<file path="src/rtl/quad_decoder.sv">
// Quadrature A/B decoder: synchronizer, priming, step/dir, wrapping count, sticky error.
// Optional per-phase glitch filter enabled by defining QUAD_DEBOUNCE_EN.
module quad_decoder #(
  parameter int WIDTH         = 4,
  parameter int SYNC_STAGES   = 2,
  parameter int FILTER_CYCLES = 4
) (
  input  logic             clk,
  input  logic             reset_n,
  input  logic             clear,
  input  logic             a_in,
  input  logic             b_in,
  output logic             step,
  output logic             dir,
  output logic [WIDTH-1:0] count,
  output logic             wrap,
  output logic             err
);

`ifdef QUAD_DEBOUNCE_EN
  localparam int PRIME = SYNC_STAGES + 1 + FILTER_CYCLES;
`else
  localparam int PRIME = SYNC_STAGES + 1;
`endif
  localparam int PW = $clog2(PRIME + 1);

  logic [SYNC_STAGES-1:0] a_sync_q, b_sync_q;
  logic [1:0]             synced;
  logic [1:0]             ph;

  always_ff @(posedge clk or negedge reset_n) begin
    if (!reset_n) begin
      a_sync_q <= '0;
      b_sync_q <= '0;
    end else begin
      a_sync_q <= {a_sync_q[SYNC_STAGES-2:0], a_in};
      b_sync_q <= {b_sync_q[SYNC_STAGES-2:0], b_in};
    end
  end

  assign synced = {a_sync_q[SYNC_STAGES-1], b_sync_q[SYNC_STAGES-1]};

`ifdef QUAD_DEBOUNCE_EN
  localparam int FW = (FILTER_CYCLES > 2) ? $clog2(FILTER_CYCLES) : 1;

  logic [1:0]    filt_q;
  logic [FW-1:0] fcnt_q [2];

  // A phase follows the synced level only after FILTER_CYCLES disagreeing samples.
  always_ff @(posedge clk or negedge reset_n) begin
    if (!reset_n) begin
      filt_q <= '0;
      for (int i = 0; i < 2; i++) fcnt_q[i] <= '0;
    end else begin
      for (int i = 0; i < 2; i++) begin
        if (synced[i] != filt_q[i]) begin
          if (fcnt_q[i] == FW'(FILTER_CYCLES - 1)) begin
            filt_q[i] <= synced[i];
            fcnt_q[i] <= '0;
          end else begin
            fcnt_q[i] <= fcnt_q[i] + FW'(1);
          end
        end else begin
          fcnt_q[i] <= '0;
        end
      end
    end
  end

  assign ph = filt_q;
`else
  assign ph = synced;
`endif

  logic [1:0]       prev_q, prev_d;
  logic [PW-1:0]    prime_q, prime_d;
  logic             step_q, step_d;
  logic             dir_q, dir_d;
  logic             wrap_q, wrap_d;
  logic             err_q, err_d;
  logic [WIDTH-1:0] count_q, count_d;
  logic [1:0]       up_nb, dn_nb;

  always_ff @(posedge clk or negedge reset_n) begin
    if (!reset_n) begin
      prev_q  <= '0;
      prime_q <= '0;
      step_q  <= 1'b0;
      dir_q   <= 1'b1;
      wrap_q  <= 1'b0;
      err_q   <= 1'b0;
      count_q <= '0;
    end else begin
      prev_q  <= prev_d;
      prime_q <= prime_d;
      step_q  <= step_d;
      dir_q   <= dir_d;
      wrap_q  <= wrap_d;
      err_q   <= err_d;
      count_q <= count_d;
    end
  end

  always_comb begin
    up_nb   = {prev_q[0], ~prev_q[1]};
    dn_nb   = {~prev_q[0], prev_q[1]};
    prev_d  = ph;
    prime_d = prime_q;
    step_d  = 1'b0;
    wrap_d  = 1'b0;
    dir_d   = dir_q;
    err_d   = err_q;
    count_d = count_q;
    if (prime_q != PW'(PRIME)) begin
      prime_d = prime_q + PW'(1);
    end else begin
      unique case (1'b1)
        (ph == prev_q): begin
        end
        (ph == up_nb): begin
          step_d  = 1'b1;
          dir_d   = 1'b1;
          wrap_d  = (count_q == '1);
          count_d = count_q + WIDTH'(1);
        end
        (ph == dn_nb): begin
          step_d  = 1'b1;
          dir_d   = 1'b0;
          wrap_d  = (count_q == '0);
          count_d = count_q - WIDTH'(1);
        end
        default: err_d = 1'b1;
      endcase
    end
    if (clear) begin
      count_d = '0;
      err_d   = 1'b0;
      wrap_d  = 1'b0;
    end
  end

  assign step  = step_q;
  assign dir   = dir_q;
  assign wrap  = wrap_q;
  assign err   = err_q;
  assign count = count_q;

endmodule

</file>
<file path="config.mk">
export PLATFORM = sky130hd
export DESIGN_NAME = quad_decoder
export DESIGN_NICKNAME = d
export VERILOG_FILES = /design/src/rtl/quad_decoder.sv
export SDC_FILE = /design/constraint.sdc
export NUM_CORES = 1
export LEC_CHECK = 0
export ABC_CLOCK_PERIOD_IN_PS = 4300
export CAP_MARGIN = 15
export CELL_PAD_IN_SITES_DETAIL_PLACEMENT = 0
export CELL_PAD_IN_SITES_GLOBAL_PLACEMENT = 1
export CORE_MARGIN = 4
export CORE_UTILIZATION = 42
export DETAILED_ROUTE_END_ITERATION = 8
export PLACE_DENSITY_LB_ADDON = 0.1
export SKIP_CTS_REPAIR_TIMING = 1
export SYNTH_ARGS = -nofsm -noshare
export SYNTH_HDL_FRONTEND = slang
export SYNTH_SLANG_ARGS = --single-unit
</file>
<file path="constraint.sdc">
create_clock -name clk -period 4.3 [get_ports clk]
set_clock_uncertainty 0.05 [all_clocks]
set_input_delay 0.43 -clock clk [delete_from_list [all_inputs] [get_ports clk]]
set_output_delay 0.43 -clock clk [all_outputs]
set_load 0.005 [all_outputs]
</file>
==> results.txt, run 1 <==
die width -> 50.3 um
CTS tree -> built
primary flip-flop cell chosen by synthesis mapping -> dfrtp_1
hold crit path type -> reg -> reg
area occupied by multi-input gates -> 342 sq um
Yosys reg bits -> 16
highest clock rate -> 0.474 GHz
vias -> 547
Sum Neg Setup Slack -> 0 ns
initial DRC count -> 13
Yosys warning total -> 0
Synth Cell Area -> 751 sq um
DRC Markers -> 0
Bufs and invs on worst path -> 0
Gate Count Post-Synth -> 64
Final WS setup -> 2.19 ns
worst slew pin tran -> 0.702 ns
syn nets -> 72
Power Dens Cells -> 402 mW/mm^2
GP Congestion -> 0.801
Sequential Area -> 402 sq um
largest fanout on the critical path -> 5
DR vias/cell -> 5.26
max_cap viols -> 0
initial antenna violation count -> 0
HPWL Detailed -> 995 um
Ports -> 13
final instance count without filler cells -> 104
layout cells sized above 1 -> 10.1%
CP Cell Sequence -> xor2_1 > nor2_1 > ha_1 > o21a_1 > o211ai_1 > nand4_1 > mux2_1
CP top delay family -> flip-flops
Placement Rows -> 15
first-pass GRT wire length -> 2.46 mm
core footprint -> 0.00171 sq mm
Final setup viols -> 0
die area -> 0.00253 sq mm
RSZ-0062 raised after global routing -> false
Critical Path RT -> 4.42 ns
status -> complete, no violations
Antenna Nets Post-Route -> 0
GR Util All Layers -> 12.9%
CTS Buffer Depth -> 2
TritonCTS buffer count -> 3
input/output buffers -> 12
worst path arrival time -> 2.23 ns
antenna diode count -> 0
clock slew at reported path FFs -> 0.09 ns
Post-synth EDFFs -> 0
Static Leak -> 0.385 nW
count of different cell masters after synthesis -> 26
fillcell total -> 153
Pins Over Slew Limit -> 0
Avg Inst Size Synth -> 11.7 sq um
grt total ovfl -> 0
CP max stage delay -> 0.45 ns
fin crit period -> 2.11 ns
crit end category -> flop
FF-to-FF setup slack -> 2.19 ns
Seq/Total Area, Yosys -> 53.5%
Critical Path Source Type -> flop
Final #Nets -> 88
Fin. Hold Viols -> 0
largest net degree at the start of global routing -> 17
leading area contributor after synthesis -> dfrtp_1
Layout area overhead -> 24.5%
crit share post-route -> 49.0%
Skew-Pair Late Insertion Delay -> 0.28 ns
top cells by area, synth -> dfrtp_1, xnor2_1, ha_1
Synth top area share -> 50.0%
CP max stage cell -> dfrtp_1
number of global-route vias before repair -> 530
Place WS -> 2.23 ns
WS Path Type -> reg -> reg
Die H -> 50.3 um
placed cells -> 100
Initial Util -> 44.0%
root buffer cell -> clkbuf_4
asr flop ratio synth -> 100%
Worst VDD drop -> 0.221 mV
Post-Route WL -> 1.40 mm
Sink Count -> 16
Initial DRT Pass Iterations -> 4
Max-slew headroom -> 53.1%
H-tree Lvls -> 1
DR WL/cell -> 13.4 um
-- report_power, final --
| group | total (mW) | switching, mW | internal (mW) |
|---|---|---|---|
| Clock | 0.0967 | 0.0452 | 0.0514 |
| Combinational | 0.0936 | 0.0416 | 0.0520 |
| Sequential | 0.186 | 0.0186 | 0.167 |
-- stage by stage --
| stage | power (mW) | area [sq um] | util, % | hold WS (ns) |
|---|---|---|---|---|
| floorplan | 0.238 | 751 | - | 0.0844 |
| global placement | 0.281 | 898 | 52.6 | 0.283 |
| detailed placement | 0.281 | 898 | 52.6 | 0.285 |
| CTS | 0.381 | 935 | 54.7 | 0.307 |
| global route | 0.402 | 935 | 54.7 | 0.327 |
| finish | 0.376 | 935 | 54.7 | 0.305 |
-- worst register-to-register path, cell delays in order, from the launching register on --
cell      delay [ns]
dfrtp_1         0.45
xor2_1          0.21
nor2_1          0.23
ha_1            0.33
o21a_1          0.12
o211ai_1        0.17
nand4_1         0.13
mux2_1          0.32
-- cell families (layout without fill, tap and decap cells) --
| kind of cell | count (synthesis) | count (layout) | share of synthesized area (%) |
|---|---|---|---|
| buf+inv | 2 | 17 | 0.999 |
| simple gates | 15 | 15 | 10.5 |
| mux | 2 | 2 | 3.00 |
| xor+xnor | 10 | 10 | 13.7 |
| compound gates | 16 | 16 | 13.3 |
| fa+ha+maj | 3 | 3 | 5.00 |
| flops | 16 | 16 | 53.5 |
-- area by class of cell --
cell class / count / share of cell area (%)
inverters: 1 / 0.402
clock buffers: 4 / 3.88
well taps: 25 / 3.35
repair buffers: 12 / 12.9
flip-flops and latches: 16 / 43.0
multi-input cells: 46 / 36.5
-- path summary, 6_finish.rpt --
check / start / endpoint / depth (start not counted)
hold / removal: b_sync_q[0]$_DFF_PN0_ / b_sync_q[1]$_DFF_PN0_ / 0
min in group asynchronous: reset_n / count[0]$_DFFE_PN0P_ / 1
hold reg to reg: b_sync_q[0]$_DFF_PN0_ / b_sync_q[1]$_DFF_PN0_ / 0
max in group asynchronous: reset_n / prev_q[0]$_DFF_PN0_ / 1
setup reg to reg: prev_q[1]$_DFF_PN0_ / count[3]$_DFFE_PN0P_ / 7
setup / recovery: prev_q[1]$_DFF_PN0_ / count[3]$_DFFE_PN0P_ / 7
-- layer usage --
metal	wire length, um	track usage [%]	up-vias
li1	-	-	261
met1	668	18.9	267
met2	628	17.8	17
met3	84	4.15	2
met4	14	4.15	0
met5	0	0	-
-- cell usage after synthesis (2+ instances only) --
master,number
dfrtp_1,15
a21oi_1,5
nor2_1,5
xnor2_1,5
o21ai_0,4
ha_1,3
nand4_1,3
xor2_1,3
nor4_1,2
o31ai_1,2
xor2_2,2
-- cell usage in the layout (no fill, tap or decap), drive strengths merged, types with 2 or more instances in the layout --
master and count:
clkdlybuf4s50 12, o21ai 4, nand4 3, nor2 5
clkbuf 4, dfrtp 15, xnor2 5, xor2 5
a21oi 5, mux2 2, o31ai 2, ha 3
nor4 2
-- flip-flops by register name (all words and copies together) (netlist names) --
register  count
step          1
err           1
prime_q       2
a_sync_q      2
b_sync_q      2
wrap          1
prev_q        2
dir           1
count         4
Note: power is estimated with default switching activity, not from simulation.
==> inputs of run 2 (changes only) <==
--- a/config.mk
+++ b/config.mk
@@ -5,12 +5,12 @@
 export SDC_FILE = /design/constraint.sdc
 export NUM_CORES = 1
 export LEC_CHECK = 0
-export ABC_CLOCK_PERIOD_IN_PS = 4300
+export ABC_CLOCK_PERIOD_IN_PS = 2150
 export CAP_MARGIN = 15
 export CELL_PAD_IN_SITES_DETAIL_PLACEMENT = 0
 export CELL_PAD_IN_SITES_GLOBAL_PLACEMENT = 1
 export CORE_MARGIN = 4
-export CORE_UTILIZATION = 42
+export CORE_UTILIZATION = 39
 export DETAILED_ROUTE_END_ITERATION = 8
 export PLACE_DENSITY_LB_ADDON = 0.1
 export SKIP_CTS_REPAIR_TIMING = 1
==> constraint.sdc (replaced) <==
create_clock -name clk -period 2.15 [get_ports clk]
set_clock_uncertainty 0.05 [all_clocks]
set_input_delay 0.215 -clock clk [delete_from_list [all_inputs] [get_ports clk]]
set_output_delay 0.215 -clock clk [all_outputs]
set_load 0.005 [all_outputs]
==> run 2 against run 1 <==
Compared with the run above: critical path depth stayed put; critical endpoint unchanged; final cell count is 2.9% higher; combinational power is 110% higher; register-to-register slack worse by 2.1 ns; sequential power is 99% higher; critical path type unchanged; power is 100% higher; non-clock buffer count is 3 higher; design area is 4.3% higher; largest cell class unchanged; first-iteration DRC count is 54% lower; largest power group unchanged; core utilization is 0.059 points lower; die area is 6.5% higher; setup slack worse by 2.1 ns.
==> results.txt, run 2 (same netlist as run 1, synthesis figures left out) <==
CP Cell Sequence -> xor2_2 > nor2_2 > ha_1 > o21a_1 > o211ai_1 > nand4_1 > mux2_1
antenna diode count -> 0
crit end category -> flop
Psw -> 217 uW
grt total ovfl -> 0
GP Congestion -> 0.832
fillcell total -> 165
Seq pwr share -> 48.5%
worst slew pin tran -> 0.699 ns
H-tree Lvls -> 1
CTS tree -> built
placed cells -> 103
Sink Count -> 16
Final setup viols -> 0
FF-to-FF setup slack -> 0.12 ns
TritonCTS buffer count -> 3
Pins Over Slew Limit -> 0
hold crit path type -> in -> async
Initial Util -> 42.1%
DRC Markers -> 0
largest fanout on the critical path -> 5
core footprint -> 0.00178 sq mm
DR WL/cell -> 13.4 um
initial DRC count -> 6
most common cell after layout, fill and taps aside -> dfrtp_1
die width -> 51.9 um
Ports -> 13
worst path arrival time -> 2.16 ns
final instance count without filler cells -> 107
total power -> 764 uW
status -> complete, no violations
Sum Neg Setup Slack -> 0 ns
Max-slew headroom -> 53.3%
CP top delay family -> flip-flops
CP max stage delay -> 0.46 ns
Comb pwr share -> 25.5%
Reg2Reg Depth -> 7
Placement Rows -> 15
largest net degree at the start of global routing -> 17
Antenna Nets Post-Route -> 0
max_cap viols -> 0
Critical Path RT -> 2.28 ns
Final Util -> 54.7%
vias -> 554
crit share post-route -> 94.3%
Layout area overhead -> 29.8%
first-pass GRT wire length -> 2.56 mm
input/output buffers -> 12
CP max stage cell -> dfrtp_1
Initial DRT Pass Iterations -> 4
Fin. Hold Viols -> 0
CTS Buffer Depth -> 2
WS Path Type -> reg -> reg
Worst VDD drop -> 0.500 mV
die area -> 0.00269 sq mm
reg2reg end -> count[3]$_DFFE_PN0P_
fin crit period -> 2.03 ns
worst r2r src -> prev_q[1]$_DFF_PN0_
Die H -> 51.9 um
number of global-route vias before repair -> 572
root buffer cell -> clkbuf_4
Post-Route WL -> 1.44 mm
DR vias/cell -> 5.18
Power Dens Cells -> 784 mW/mm^2
highest clock rate -> 0.493 GHz
Bufs and invs on worst path -> 0
Static Leak -> 0.406 nW
GR Util All Layers -> 13.0%
commonest non-fill, non-tap cells in the layout -> dfrtp_1, clkdlybuf4s50_1, a21oi_1
clock slew at reported path FFs -> 0.10 ns
HPWL Detailed -> 1.01 mm
Int Pwr -> 547 uW
clock power share -> 26.0%
Critical Path Source Type -> flop
Skew-Pair Late Insertion Delay -> 0.29 ns
number of flip-flops under the largest register name -> 4
sw frac -> 28.4%
layout cells sized above 1 -> 17.1%
initial antenna violation count -> 0
Final #Nets -> 91
## run 2: metrics by stage
stage | worst slack (ns) | hold WS (ns) | cell area, sq um
3_5_place_dp | 0.0854 | 0.285 | 921
5_1_grt | -0.00189 | 0.291 | 975
6_report | 0.124 | 0.286 | 975
3_3_place_gp | 0.0948 | 0.286 | 921
4_1_cts | 0.0780 | 0.302 | 957
2_1_floorplan | 0.222 | -0.131 | 751
## run 2: how the worst max path moves through the flow
| stage | startpoint | end | slack [ns] | cells past startpoint |
|---|---|---|---|---|
| after floorplan | prev_q[1]$_DFF_PN0_ | count[3]$_DFFE_PN0P_ | 0.22 | 7 |
| after global placement | prev_q[1]$_DFF_PN0_ | count[3]$_DFFE_PN0P_ | 0.09 | 7 |
| after detailed placement | prev_q[1]$_DFF_PN0_ | count[3]$_DFFE_PN0P_ | 0.09 | 7 |
| after CTS | prev_q[1]$_DFF_PN0_ | count[3]$_DFFE_PN0P_ | 0.08 | 7 |
| after global routing | prev_q[0]$_DFF_PN0_ | count[3]$_DFFE_PN0P_ | -0.002 | 7 |
| final | prev_q[1]$_DFF_PN0_ | count[3]$_DFFE_PN0P_ | 0.12 | 7 |
## run 2: area by class of cell
cell class	count	area [sq um]	area share, %
Inverter	1	3.75	0.385
Multi-Input combinational cell	46	359	36.8
Clock buffer	4	36.3	3.72
Timing Repair Buffer	15	143	14.6
Tap cell	25	31.3	3.21
Sequential cell	16	402	41.2
## run 2: power by group through the flow
stage	registers, mW	clock network, mW	logic [mW]
after floorplan	0.366	0	0.109
after global placement	0.374	0	0.193
after detailed placement	0.375	0	0.192
after CTS	0.369	0.209	0.194
after global routing	0.376	0.222	0.218
final	0.371	0.198	0.195
## run 2: layer usage
| layer | routed length (um) | global-route usage, % |
|---|---|---|
| met3 | 80 | 2.87 |
| met2 | 614 | 19.5 |
| met5 | 0 | 0 |
| met4 | 39 | 7.86 |
| met1 | 704 | 17.1 |
==> inputs of run 3 (changes only) <==
--- a/config.mk
+++ b/config.mk
@@ -14,6 +14,7 @@
 export DETAILED_ROUTE_END_ITERATION = 8
 export PLACE_DENSITY_LB_ADDON = 0.1
 export SKIP_CTS_REPAIR_TIMING = 1
+export SKIP_LAST_GASP = 1
 export SYNTH_ARGS = -nofsm -noshare
 export SYNTH_HDL_FRONTEND = slang
 export SYNTH_SLANG_ARGS = --single-unit
==> results of run 3 <==
Final layout, timing and power as in run 2 (identical DEF).
